$ cat src/rtl/fetch_decode_pipe.sv
// IF/ID boundary register: two-entry skid buffer on a valid/ready handshake with a registered in_ready.
// Optional upstream-stall counter is enabled by defining FETCH_DECODE_PERF_EN.
module fetch_decode_pipe #(
    parameter int                  INSTR_W   = 32,
    parameter int                  PC_W      = 32,
    parameter logic [PC_W-1:0]     RESET_PC  = PC_W'(32'h0000_3000),
    parameter logic [INSTR_W-1:0]  NOP_INSTR = '0
) (
    input  logic               clk,
    input  logic               reset,
    input  logic               flush,
    input  logic               in_valid,
    output logic               in_ready,
    input  logic [INSTR_W-1:0] in_instr,
    input  logic [PC_W-1:0]    in_pc4,
    output logic               out_valid,
    input  logic               out_ready,
    output logic [INSTR_W-1:0] out_instr,
    output logic [PC_W-1:0]    out_pc4
`ifdef FETCH_DECODE_PERF_EN
    ,
    output logic [31:0]        stall_cycles
`endif
);

    typedef enum logic [1:0] {
        EMPTY = 2'd0,
        ONE   = 2'd1,
        FULL  = 2'd2
    } state_t;

    state_t             state, state_nxt;
    logic [INSTR_W-1:0] main_instr, skid_instr;
    logic [PC_W-1:0]    main_pc4, skid_pc4;
    logic               accept, consume;
    logic               load_main_in, load_main_skid, load_skid;

    assign out_valid = (state != EMPTY);
    assign accept    = in_valid & in_ready;
    assign consume   = out_valid & out_ready;
    assign out_instr = main_instr;
    assign out_pc4   = main_pc4;

    // NOTE: every output of this block gets a default first, so no path can infer a latch.
    always_comb begin
        state_nxt      = state;
        load_main_in   = 1'b0;
        load_main_skid = 1'b0;
        load_skid      = 1'b0;
        case (state)
            EMPTY: begin
                if (accept) begin
                    state_nxt    = ONE;
                    load_main_in = 1'b1;
                end
            end
            ONE: begin
                if (accept && consume) begin
                    load_main_in = 1'b1;
                end else if (accept) begin
                    state_nxt = FULL;
                    load_skid = 1'b1;
                end else if (consume) begin
                    state_nxt = EMPTY;
                end
            end
            FULL: begin
                if (consume) begin
                    state_nxt      = ONE;
                    load_main_skid = 1'b1;
                end
            end
            default: state_nxt = EMPTY;
        endcase
        // A redirect discards everything, including a beat offered in the same cycle.
        if (flush) begin
            state_nxt      = EMPTY;
            load_main_in   = 1'b0;
            load_main_skid = 1'b0;
            load_skid      = 1'b0;
        end
    end

    // NOTE: sequential state uses non-blocking assignments so all registers update from pre-edge values.
    always_ff @(posedge clk) begin
        if (reset) begin
            state    <= EMPTY;
            in_ready <= 1'b1;
        end else begin
            state    <= state_nxt;
            in_ready <= (state_nxt != FULL);
        end
    end

    always_ff @(posedge clk) begin
        if (reset) begin
            main_instr <= NOP_INSTR;
            main_pc4   <= RESET_PC;
        end else if (flush) begin
            main_instr <= NOP_INSTR;
        end else if (load_main_in) begin
            main_instr <= in_instr;
            main_pc4   <= in_pc4;
        end else if (load_main_skid) begin
            main_instr <= skid_instr;
            main_pc4   <= skid_pc4;
        end
    end

    // NOTE: skid data is never observed unless state says it is valid, so it carries no reset.
    always_ff @(posedge clk) begin
        if (load_skid) begin
            skid_instr <= in_instr;
            skid_pc4   <= in_pc4;
        end
    end

`ifdef FETCH_DECODE_PERF_EN
    always_ff @(posedge clk) begin
        if (reset) begin
            stall_cycles <= '0;
        end else if (in_valid && !in_ready && (stall_cycles != 32'hFFFF_FFFF)) begin
            stall_cycles <= stall_cycles + 32'd1;
        end
    end
`endif

endmodule
$ cat config.mk
export PLATFORM = sky130hd
export DESIGN_NAME = fetch_decode_pipe
export DESIGN_NICKNAME = d
export VERILOG_FILES = /design/src/rtl/fetch_decode_pipe.sv
export SDC_FILE = /design/constraint.sdc
export NUM_CORES = 1
export LEC_CHECK = 0
export BUFFER_PORTS_ARGS = -buffer_cell sky130_fd_sc_hd__buf_2
export CORE_MARGIN = 8
export CORE_UTILIZATION = 30
export DETAILED_ROUTE_END_ITERATION = 6
export MAX_ROUTING_LAYER = met4
export SLEW_MARGIN = 25
export SYNTH_ARGS = -nofsm -noshare
export SYNTH_HDL_FRONTEND = slang
export SYNTH_SLANG_ARGS = --single-unit
$ cat constraint.sdc
create_clock -name clk -period 6 [get_ports clk]
set_input_delay 0.9 -clock clk [delete_from_list [all_inputs] [get_ports clk]]
set_output_delay 0.9 -clock clk [all_outputs]
set_load 0.02 [all_outputs]
==> impl_metrics.toml <==
[sta]
worst_slew_pin_slew_ns = 0.862
fin_crit_ns = 2.55
setup_viol = 0
hold_viol_final = 0
rsz0062_at_grt = "false"
max_freq_ghz = 0.392
period_share_pct = 42.5
slew_headroom_pct = 42.5
setup_tns_ns = 0
finClkSkew_ns = 0.00729
report.final.slew_viol_count = 0
hold_slack_ns = 0.474

[grt]
grt_pass1_wl_um = 20600
grt_max_degree = 69
grt_pass1_vias = 3987
track_usage_pct = 13.3
grt_overflow = 0
grt_antenna_before_repair = 0

[cells_and_area]
multiInputGateArea_sq_um = 1430
regArea_sq_um = 3260
finalNetCount = 633
n_fill_cell = 1564
antenna_cells = 0
area_growth_pct = 28.7
drive_gt1_share_pct = 30.7

[placed_design]
numPortBuffers = 134
place_congestion = 0.716
place_hpwl_um = 8320

[drt]
ant_nets = 0
dr.first_iter.drc_count = 207
drc = 0
via_count = 3772
vias_per_cell = 4.76
first_pass_iters = 7
avgRoutedWirePerCell_um = 16.3
drt-total-wl_um = 12900

[die]
pin_count = 135
start_util_pct = 30.5
core_sq_um = 15800
dieArea_sq_um = 20400
rows = 46
floorplan.die.width_um = 143
dieHeight_um = 143

[hold_path]
worstHoldPathType = "reg -> reg"

[synthesis]
ys_seq_area_share_pct = 67.5
syn_area_per_cell_sq_um = 11.0
netlist_area_sq_um = 4830
synth_nets = 510
netlist-cell-type-count = 26
yosysWarnings = 0
synth_cells = 441
synth_seq_cells = 131

[clocking]
post_cts_buffers = 0
postCtsHoldBufs = 0
clk_path_buf_depth = 2
cts_resized = 0
path_clk_slew_ns = 0.05
htree_levels = 4
cts_buffers = 17
clk_latency_ns = 0.41
root_buffer = "clkbuf_16"
cts.sinks = 131
cts_tree = "yes"

[worst_setup_path]
setup.worst_path.class = "in -> reg"
startpoint_type = "input pin"
end_kind = "flip-flop"
crit_required_ns = 6.30
cp_cell_sequence = "buf_2, nor2b_1, or3_4, buf_4, nor2_1, a311oi_1"
cpPeakStageDelay_ns = 0.61
cp_slowest_cell = "buf_4"
cp.arrival_ns = 2.84
crit_family = "simple AND/OR/NAND/NOR gates"
crit_buf_inv = 2
critPathMaxFanout = 68

[outcome]
status = "finished, final reports clean"

[flow_run]
cap_viol_max_count = 0

[power_and_ir_drop]
power.density_nw_per_um2 = 330
p_leak_nw = 2.35
ir_drop_uv = 183
## tightest hold or removal path: stages (launching register included)
cell and delay, ns:
dfxtp_1 0.30, nand2_1 0.05, a31oi_1 0.07
## path summary, 6_finish.rpt
kind                         startpoint                          to  slack, ns  depth (start not counted)
min reg2reg  out_instr[31]$_SDFFE_PP0P_  out_instr[31]$_SDFFE_PP0P_       0.47                          2
max                           out_ready    out_pc4[11]$_SDFFE_PP0P_       3.45                          6
min          out_instr[31]$_SDFFE_PP0P_  out_instr[31]$_SDFFE_PP0P_       0.47                          2
max reg2reg         state[1]$_SDFF_PP0_    out_pc4[11]$_SDFFE_PP0P_       3.60                          5
## metrics by stage
| stage | power [mW] | worst slack [ns] | cells | area (sq um) | utilization, % |
|---|---|---|---|---|---|
| 6_report | 2.05 | 3.45 | 793 | 6220 | 39.3 |
| 5_1_grt | 2.13 | 3.27 | 793 | 6220 | 39.3 |
| 4_1_cts | 2.08 | 3.46 | 792 | 6200 | 39.2 |
| 3_5_place_dp | 1.15 | 3.05 | 760 | 5670 | 35.8 |
| 3_3_place_gp | 1.14 | 3.13 | 760 | 5660 | 35.8 |
| 2_1_floorplan | 1.08 | 1.96 | 441 | 4840 | - |
## state kept, by name (all words and copies together) (netlist names)
signal      cells
state           2
in_ready        1
out_instr      32
skid_instr     32
skid_pc4       32
out_pc4        32
## cell families after synthesis
family	Yosys count	synth area share (%)
simple gates	174	14.6
flops	131	67.5
compound gates	98	13.7
buf+inv	36	3.78
mux	2	0.414
## routing by layer
metal  part of all wire (%)  up-vias  GRT usage [%]
met4                   0.77        0           4.36
li1                       -     1823              -
met5                      0        -              -
met2                     49      116           21.4
met1                     44     1825           15.3
met3                    5.8        8           4.37
## synthesized netlist by cell type (all sizes together)
| cell type | instances | area [sq um] |
|---|---|---|
| a21oi | 1 | 5.00 |
| a311oi | 30 | 275 |
| a31oi | 34 | 213 |
| and3b | 1 | 8.76 |
| and4bb | 1 | 12.5 |
| buf | 19 | 119 |
| clkbuf | 16 | 60.1 |
| dfxtp | 67 | 1340 |
| edfxtp | 64 | 1920 |
| inv | 1 | 3.75 |
| mux2i | 2 | 20.0 |
| nand2 | 129 | 484 |
| nand3b | 1 | 7.51 |
| nand4bb | 1 | 11.3 |
| nor2 | 32 | 120 |
| nor2b | 2 | 20.0 |
| nor3 | 3 | 15.0 |
| nor3b | 1 | 7.51 |
| o21ai | 32 | 160 |
| o22a | 1 | 8.76 |
| or2 | 2 | 12.5 |
| or3 | 1 | 6.26 |
## area by class of cell
class,count,area share (%)
inverter,1,0.0604
sequential,131,52.5
tap,216,4.35
multi-input combinational,274,23.0
timing repair buffer,139,11.6
clock inverter,10,0.946
clock buffer,22,7.63
## cells in the final DEF, fill, tap and decap left out, types with 2 or more instances in the layout
cell / count
clkbuf_1: 2
o21ai_0: 32
clkinv_1: 2
nor3_1: 3
clkinv_2: 4
or2_2: 2
edfxtp_1: 64
mux2i_1: 2
a311oi_1: 28
a31oi_1: 34
nor2_1: 31
clkbuf_16: 17
nand2_1: 129
clkinvlp_4: 3
clkbuf_8: 3
buf_2: 134
dfxtp_1: 67
a311oi_2: 2
buf_4: 4
## power breakdown
part           internal, mW  leakage, nW  total, mW  switching, mW
sequential            0.965         1.13      0.979         0.0139
clock                 0.556        0.257      0.923          0.367
combinational        0.0543        0.965      0.150         0.0955
total                  1.57         2.35       2.05          0.477
(Power assumes the default switching activity.)
